--- src/rtl/busio_seq_if.sv ---
// Bus-cycle sequencer interface: requester/slave inputs and the bus strobes.
// The sequencer (bus master) takes the master modport; the environment takes slave.
interface busio_seq_if;
    logic dati;
    logic dato;
    logic rmw;
    logic b;
    logic rply;
    logic sync;
    logic din;
    logic dout;
    logic wtbt;
    logic bsy;
    logic latch;
    logic complete;
    logic berror;

    modport master (
        input  dati, dato, rmw, b, rply,
        output sync, din, dout, wtbt, bsy, latch, complete, berror
    );

    modport slave (
        output dati, dato, rmw, b, rply,
        input  sync, din, dout, wtbt, bsy, latch, complete, berror
    );
endinterface

--- src/rtl/busio_seq.sv ---
// Bus-cycle sequencer: read, write and read-modify-write cycles with an
// optional setup phase and a reply timeout that ends the cycle with berror.
module busio_seq #(
    parameter int unsigned SETUP = 1,
    parameter int unsigned TMO_W = 6,
    parameter int unsigned TMO   = 63
) (
    input  logic         i_clk,
    input  logic         i_reset,
    input  logic         i_ce,
    busio_seq_if.master  io_bus
);

    typedef enum logic [3:0] {
        S_IDLE,
        S_SETUP,
        S_RD,
        S_RD_END,
        S_RMW_WAIT,
        S_WR,
        S_WR_END,
        S_DONE,
        S_ERR
    } state_t;

    localparam logic [TMO_W-1:0] TMO_LD   = TMO_W'(TMO);
    localparam logic [1:0]       SETUP_LD = (SETUP > 0) ? 2'(SETUP - 1) : 2'd0;
    localparam bit               NO_SETUP = (SETUP == 0);

    state_t             r_state, w_state_nxt;
    logic [TMO_W-1:0]   r_cnt, w_cnt_nxt;
    logic [1:0]         r_scnt, w_scnt_nxt;
    logic               r_b, w_b_nxt;
    logic               r_rmw, w_rmw_nxt;
    logic               r_wr, w_wr_nxt;
    logic               w_tmo;
    logic               w_sync;

    assign w_tmo = (r_cnt == '0);

    always_ff @(posedge i_clk) begin
        if (i_reset) begin
            r_state <= S_IDLE;
            r_cnt   <= TMO_LD;
            r_scnt  <= '0;
            r_b     <= 1'b0;
            r_rmw   <= 1'b0;
            r_wr    <= 1'b0;
        end else if (i_ce) begin
            r_state <= w_state_nxt;
            r_cnt   <= w_cnt_nxt;
            r_scnt  <= w_scnt_nxt;
            r_b     <= w_b_nxt;
            r_rmw   <= w_rmw_nxt;
            r_wr    <= w_wr_nxt;
        end
    end

    always_comb begin
        w_state_nxt = r_state;
        w_cnt_nxt   = r_cnt;
        w_scnt_nxt  = r_scnt;
        w_b_nxt     = r_b;
        w_rmw_nxt   = r_rmw;
        w_wr_nxt    = r_wr;

        case (r_state)
            S_IDLE: begin
                if (io_bus.dati || io_bus.dato) begin
                    // dati wins; a write never carries the rmw flag
                    w_b_nxt    = io_bus.b;
                    w_wr_nxt   = ~io_bus.dati;
                    w_rmw_nxt  = io_bus.dati & io_bus.rmw;
                    w_scnt_nxt = SETUP_LD;
                    if (NO_SETUP)
                        w_state_nxt = io_bus.dati ? S_RD : S_WR;
                    else
                        w_state_nxt = S_SETUP;
                end
            end
            S_SETUP: begin
                if (r_scnt == '0)
                    w_state_nxt = r_wr ? S_WR : S_RD;
                else
                    w_scnt_nxt = r_scnt - 2'd1;
            end
            S_RD, S_WR: begin
                if (io_bus.rply)
                    w_state_nxt = (r_state == S_RD) ? S_RD_END : S_WR_END;
                else if (w_tmo)
                    w_state_nxt = S_ERR;
                else
                    w_cnt_nxt = r_cnt - 1'b1;
            end
            S_RD_END, S_WR_END: begin
                if (!io_bus.rply)
                    w_state_nxt = (r_state == S_RD_END && r_rmw) ? S_RMW_WAIT : S_DONE;
                else if (w_tmo)
                    w_state_nxt = S_ERR;
                else
                    w_cnt_nxt = r_cnt - 1'b1;
            end
            S_RMW_WAIT: begin
                if (io_bus.dato)
                    w_state_nxt = S_WR;
            end
            S_DONE, S_ERR: w_state_nxt = S_IDLE;
            default:       w_state_nxt = S_IDLE;
        endcase

        // Every state change reloads the timeout, so each waiting phase starts fresh
        if (w_state_nxt != r_state)
            w_cnt_nxt = TMO_LD;
    end

    assign w_sync = (r_state != S_IDLE) && (r_state != S_DONE) && (r_state != S_ERR);

    assign io_bus.sync     = w_sync;
    assign io_bus.bsy      = w_sync;
    assign io_bus.din      = (r_state == S_RD);
    assign io_bus.dout     = (r_state == S_WR);
    assign io_bus.wtbt     = r_b & w_sync;
    assign io_bus.complete = (r_state == S_DONE) || (r_state == S_ERR);
    assign io_bus.berror   = (r_state == S_ERR);
    assign io_bus.latch    = (r_state == S_RD) && io_bus.rply && i_ce && !i_reset;

endmodule

--- src/flat_wrapper.sv ---
// flat-port wrapper written by rule: the top's interface ports become plain ports
module busio_seq_flat 
#(
    parameter int unsigned SETUP = 1,
    parameter int unsigned TMO_W = 6,
    parameter int unsigned TMO   = 63
)
  (i_clk, i_reset, i_ce, io_bus_dati, io_bus_dato, io_bus_rmw, io_bus_b, io_bus_rply, io_bus_sync, io_bus_din, io_bus_dout, io_bus_wtbt, io_bus_bsy, io_bus_latch, io_bus_complete, io_bus_berror);
  busio_seq_if io_bus_i ();
  input  logic i_clk;
  input  logic i_reset;
  input  logic i_ce;
  input wire logic [$bits(io_bus_i.dati)-1:0] io_bus_dati;
  input wire logic [$bits(io_bus_i.dato)-1:0] io_bus_dato;
  input wire logic [$bits(io_bus_i.rmw)-1:0] io_bus_rmw;
  input wire logic [$bits(io_bus_i.b)-1:0] io_bus_b;
  input wire logic [$bits(io_bus_i.rply)-1:0] io_bus_rply;
  output wire logic [$bits(io_bus_i.sync)-1:0] io_bus_sync;
  output wire logic [$bits(io_bus_i.din)-1:0] io_bus_din;
  output wire logic [$bits(io_bus_i.dout)-1:0] io_bus_dout;
  output wire logic [$bits(io_bus_i.wtbt)-1:0] io_bus_wtbt;
  output wire logic [$bits(io_bus_i.bsy)-1:0] io_bus_bsy;
  output wire logic [$bits(io_bus_i.latch)-1:0] io_bus_latch;
  output wire logic [$bits(io_bus_i.complete)-1:0] io_bus_complete;
  output wire logic [$bits(io_bus_i.berror)-1:0] io_bus_berror;
  assign io_bus_i.dati = io_bus_dati;
  assign io_bus_i.dato = io_bus_dato;
  assign io_bus_i.rmw = io_bus_rmw;
  assign io_bus_i.b = io_bus_b;
  assign io_bus_i.rply = io_bus_rply;
  assign io_bus_sync = io_bus_i.sync;
  assign io_bus_din = io_bus_i.din;
  assign io_bus_dout = io_bus_i.dout;
  assign io_bus_wtbt = io_bus_i.wtbt;
  assign io_bus_bsy = io_bus_i.bsy;
  assign io_bus_latch = io_bus_i.latch;
  assign io_bus_complete = io_bus_i.complete;
  assign io_bus_berror = io_bus_i.berror;
  busio_seq #(.SETUP(SETUP), .TMO_W(TMO_W), .TMO(TMO)) u_core (.i_clk(i_clk), .i_reset(i_reset), .i_ce(i_ce), .io_bus(io_bus_i));
endmodule
--- config.mk ---
export PLATFORM = sky130hd
export DESIGN_NAME = busio_seq_flat
export DESIGN_NICKNAME = d
export VERILOG_FILES = /design/src/rtl/busio_seq_if.sv /design/src/rtl/busio_seq.sv /design/src/flat_wrapper.sv
export SDC_FILE = /design/constraint.sdc
export NUM_CORES = 1
export LEC_CHECK = 0
export CORE_ASPECT_RATIO = 1.75
export CORE_MARGIN = 2
export CORE_UTILIZATION = 30
export DETAILED_ROUTE_END_ITERATION = 8
export HOLD_SLACK_MARGIN = 0.1
export REMOVE_ABC_BUFFERS = 1
export SYNTH_ARGS = -nofsm -noshare
export SYNTH_HDL_FRONTEND = slang
export SYNTH_SLANG_ARGS = --single-unit
--- constraint.sdc ---
create_clock -name i_clk -period 2.44 [get_ports i_clk]
set_input_delay 0.488 -clock i_clk [delete_from_list [all_inputs] [get_ports i_clk]]
set_output_delay 0.488 -clock i_clk [all_outputs]
set_load 0.01 [all_outputs]
==> flow_summary.html <==
<table>
<tr><th>Metric</th><th>Value</th></tr>
<tr><th colspan="2">Logic synthesis</th></tr>
<tr><td>Leading cell types by count after synthesis</td><td>dfxtp_1 (15), nand2_1 (15), a21oi_1 (12)</td></tr>
<tr><td>Yosys top cell by area</td><td>dfxtp_1</td></tr>
<tr><td>Area share of the largest cell type after synthesis</td><td>0.257</td></tr>
<tr><td>Number of flip-flops and latches in the synthesized netlist</td><td>15</td></tr>
<tr><td>Predominant post-synthesis flop cell</td><td>dfxtp_1</td></tr>
<tr><td>Cells after synthesis</td><td>153</td></tr>
<tr><td>Dominant cells by area after synthesis</td><td>dfxtp_1 (26%), a21oi_1 (5.1%), nand2_1 (4.8%), nor2b_1 (4.3%), a211oi_1 (3.9%)</td></tr>
<tr><td>Mean instance size in the synthesized netlist</td><td>7.63 um^2</td></tr>
<tr><td>Count of distinct cell types in the synthesized netlist</td><td>45</td></tr>
<tr><td>Sequential-to-total area share from yosys stat</td><td>0.257</td></tr>
<tr><td>Mapped cell area</td><td>1170 um^2</td></tr>
<tr><td>EDFF count, synth</td><td>0</td></tr>
<tr><td>Proportion of register bits with asynchronous set or reset after synthesis</td><td>0</td></tr>
<tr><td>Warnings from Yosys</td><td>0</td></tr>
<tr><th colspan="2">STA</th></tr>
<tr><td>Transition time at the pin with the least slew margin</td><td>between 0.5 and 0.6 ns</td></tr>
<tr><td>Final count of negative-setup-slack endpoints</td><td>0</td></tr>
<tr><td>Setup TNS</td><td>0 ns</td></tr>
<tr><td>Timing-limited maximum frequency</td><td>0.422 GHz</td></tr>
<tr><td>Fin Hold WS</td><td>0.471 ns</td></tr>
<tr><td>Post-route fraction of the period consumed by the critical path</td><td>0.972</td></tr>
<tr><td>Final Max Slew Viols</td><td>0</td></tr>
<tr><td>Worst-case headroom to the max-slew limit</td><td>0.654</td></tr>
<tr><td>Count of final hold-check violations</td><td>0</td></tr>
<tr><td>Fin Clk Skew</td><td>0.00116 ns</td></tr>
<tr><td>Shortest period the worst path allows</td><td>between 2 and 2.5 ns</td></tr>
<tr><th colspan="2">Floorplan</th></tr>
<tr><td>Overall die area</td><td>between 4000 and 5000 um^2</td></tr>
<tr><td>Vertical die dimension</td><td>roughly 87 um</td></tr>
<tr><td>CORE AREA</td><td>3790 um^2</td></tr>
<tr><td>FP Rows</td><td>30</td></tr>
<tr><td>Initial Utilization</td><td>0.308</td></tr>
<tr><td># IOs</td><td>16</td></tr>
<tr><td>Chip Width</td><td>51.2 um</td></tr>
<tr><th colspan="2">Worst setup path</th></tr>
<tr><td>Launching point of the worst reg2reg path</td><td>u_core.r_state[0]</td></tr>
<tr><td>Startpoint class of the critical path</td><td>register</td></tr>
<tr><td>Worst Path Required</td><td>about 2.0 ns</td></tr>
<tr><td>Data arrival time at the worst-slack endpoint</td><td>1.88 ns</td></tr>
<tr><td>Max stage delay on crit path</td><td>around 0.52 ns</td></tr>
<tr><td>Critical path type</td><td>register to output pin</td></tr>
<tr><td>Highest fanout seen on the critical path</td><td>14</td></tr>
<tr><td>Cell-by-cell listing of the critical path</td><td>nor3_1, and2_1, a31o_2, clkdlybuf4s50_1</td></tr>
<tr><td>Top delay family on crit path</td><td>simple AND/OR/NAND/NOR gates</td></tr>
<tr><td>Endpoint class of the critical path</td><td>output pin</td></tr>
<tr><td>Crit path buf inv count</td><td>1</td></tr>
<tr><td>Critical register-to-register path endpoint</td><td>u_core.r_cnt[5]</td></tr>
<tr><td>Worst Reg2Reg Path Length in Cells</td><td>7</td></tr>
<tr><td>Highest-delay cell along the critical path</td><td>clkdlybuf4s50_1</td></tr>
<tr><td>Flop2flop setup slack</td><td>0.33 ns</td></tr>
<tr><th colspan="2">Run</th></tr>
<tr><td>Total of max-cap violations</td><td>0</td></tr>
<tr><th colspan="2">Pwr</th></tr>
<tr><td>Highest ir drop seen on vdd</td><td>200 uV</td></tr>
<tr><td>P_leak</td><td>0.621 nW</td></tr>
<tr><td>Total power draw</td><td>0.678 mW</td></tr>
<tr><td>Power density over the cells</td><td>456 nW/um^2</td></tr>
<tr><th colspan="2">GRT</th></tr>
<tr><td>Tot GR Track Use</td><td>0.155</td></tr>
<tr><td>Wire length of the first global-routing pass</td><td>5260 um</td></tr>
<tr><td>Via count of the first global-routing pass</td><td>1199</td></tr>
<tr><td>Total overflow reported by the global router</td><td>0</td></tr>
<tr><td>Number of antenna violations at the first check in global routing</td><td>0</td></tr>
<tr><td>Maximum number of pins on one net before global-route repair</td><td>15</td></tr>
<tr><th colspan="2">Finish</th></tr>
<tr><td>Finished Layout Cells</td><td>approximately 230</td></tr>
<tr><td>Layout fillers</td><td>398</td></tr>
<tr><td>Layout cells sized above 1</td><td>0.175</td></tr>
<tr><td>Utilization after layout</td><td>0.392</td></tr>
<tr><td>Total number of nets in the final design</td><td>188</td></tr>
<tr><td>Total inserted antenna cells</td><td>0</td></tr>
<tr><td>Synthesis-to-finish area growth</td><td>27.3%</td></tr>
<tr><th colspan="2">Min path</th></tr>
<tr><td>Worst min-delay path endpoint</td><td>u_core.r_scnt[1]</td></tr>
<tr><td>Class of the tightest hold or removal check</td><td>register to register</td></tr>
<tr><td>Number of cells on the worst hold path</td><td>2</td></tr>
<tr><td>Worst min-delay path startpoint</td><td>u_core.r_scnt[1]</td></tr>
<tr><th colspan="2">Clock tree</th></tr>
<tr><td>Cts repair resizes</td><td>3</td></tr>
<tr><td>H-tree depth</td><td>1</td></tr>
<tr><td>CTS clk-pin slew, worst paths</td><td>0.06 ns</td></tr>
<tr><td>Clock latency on the worst-skew pair</td><td>0.25 ns</td></tr>
<tr><td>Maximum number of buffers from clock root to sink</td><td>2</td></tr>
<tr><td>Clock net sink count</td><td>15</td></tr>
<tr><td>CTS tree</td><td>done</td></tr>
<tr><td>Library cell used as clock root buffer</td><td>clkbuf_8</td></tr>
<tr><td>Post-cts hold buffer count</td><td>0</td></tr>
<tr><td>Total setup buffers inserted after CTS</td><td>0</td></tr>
<tr><td>Number of buffers created by CTS</td><td>3</td></tr>
<tr><th colspan="2">Run status</th></tr>
<tr><td>Status</td><td>completed</td></tr>
<tr><th colspan="2">Routing</th></tr>
<tr><td>Wire length per cell after detailed routing</td><td>13.9 um</td></tr>
<tr><td>Number of optimization iterations in the first detailed-route pass</td><td>4</td></tr>
<tr><td>Drt initial violations</td><td>21</td></tr>
<tr><td>DRC violation count after routing</td><td>0</td></tr>
<tr><td>Number of nets still failing antenna checks after routing</td><td>0</td></tr>
<tr><td>Vias</td><td>1192</td></tr>
<tr><td>Wire length after detailed routing</td><td>roughly 3100 um</td></tr>
<tr><td>Detail-routed via count per cell</td><td>5.30</td></tr>
<tr><th colspan="2">Placement</th></tr>
<tr><td>Count of input and output buffers</td><td>15</td></tr>
<tr><td>Number of placed instances, taps included</td><td>221</td></tr>
<tr><td>Final weighted congestion in routability-driven placement</td><td>0.916</td></tr>
<tr><td>Post-detailed-placement half-perimeter wirelength</td><td>~2400 um</td></tr>
</table>
## registers in the layout, indices dropped and copies added, names as in the netlist
name,count
u_core.r_b,1
u_core.r_rmw,1
u_core.r_state,4
u_core.r_wr,1
u_core.r_cnt,6
u_core.r_scnt,2
## final cells by class
class	count	area [um^2]	area share
clock buffer	4	45.0	0.0303
inverter	6	22.5	0.0152
multi-input combinational	121	787	0.529
sequential	15	304	0.205
tap	48	60.1	0.0404
timing repair buffer	31	268	0.180
## layout by cell type (no fill, tap or decap), drive strengths merged, types with 4 or more instances in the layout
cell type / instances
nand3: 5
o21ai: 10
a211oi: 7
inv: 6
nor3: 5
nand2: 15
a21oi: 13
buf: 16
nor2: 10
nor2b: 8
clkbuf: 4
dfxtp: 15
clkdlybuf4s50: 13
## logic make-up after synthesis
| family | share of synthesized area |
|---|---|
| compound gates | 0.249 |
| xor+xnor | 0.0375 |
| fa+ha+maj | 0.0214 |
| buf+inv | 0.0750 |
| flops | 0.257 |
| mux | 0.0354 |
| simple gates | 0.325 |
## tightest hold or removal path, stage by stage, from the launching register on
cell	delay [ns]
dfxtp_1	0.31
nand2_1	0.06
a21oi_1	0.05
## metal layers
layer  wire [um]  track usage  vias up
li1            -            -      597
met1        1250        0.157      570
met2        1740        0.287       17
met3          58       0.0190        8
met4          82       0.0958        0
met5           0            0        -
## metrics by stage
stage	area, um^2	worst slack, ns
finish	1490	0.0695
global route	1490	-0.0119
CTS	1480	0.0568
detailed placement	1430	-0.173
global placement	1430	-0.134
floorplan	1100	0.373
## worst max-delay path by stage
stage	slack [ns]	end	cells after the start	from
after global routing	-0.01	io_bus_complete	4	u_core.r_state[0]
after detailed placement	-0.17	u_core.r_cnt[5]	7	io_bus_rply
after floorplan	0.37	u_core.r_cnt[3]	6	u_core.r_state[2]
after CTS	0.06	io_bus_wtbt	4	u_core.r_state[0]
final	0.07	io_bus_complete	4	u_core.r_state[0]
after global placement	-0.13	io_bus_latch	4	io_bus_rply
## power by group
part | total [mW] | internal [mW] | switching [mW]
clock network | 0.208 | 0.116 | 0.0918
logic | 0.195 | 0.0937 | 0.102
registers | 0.275 | 0.257 | 0.0186
No activity file was read; power rests on OpenSTA's default activity.
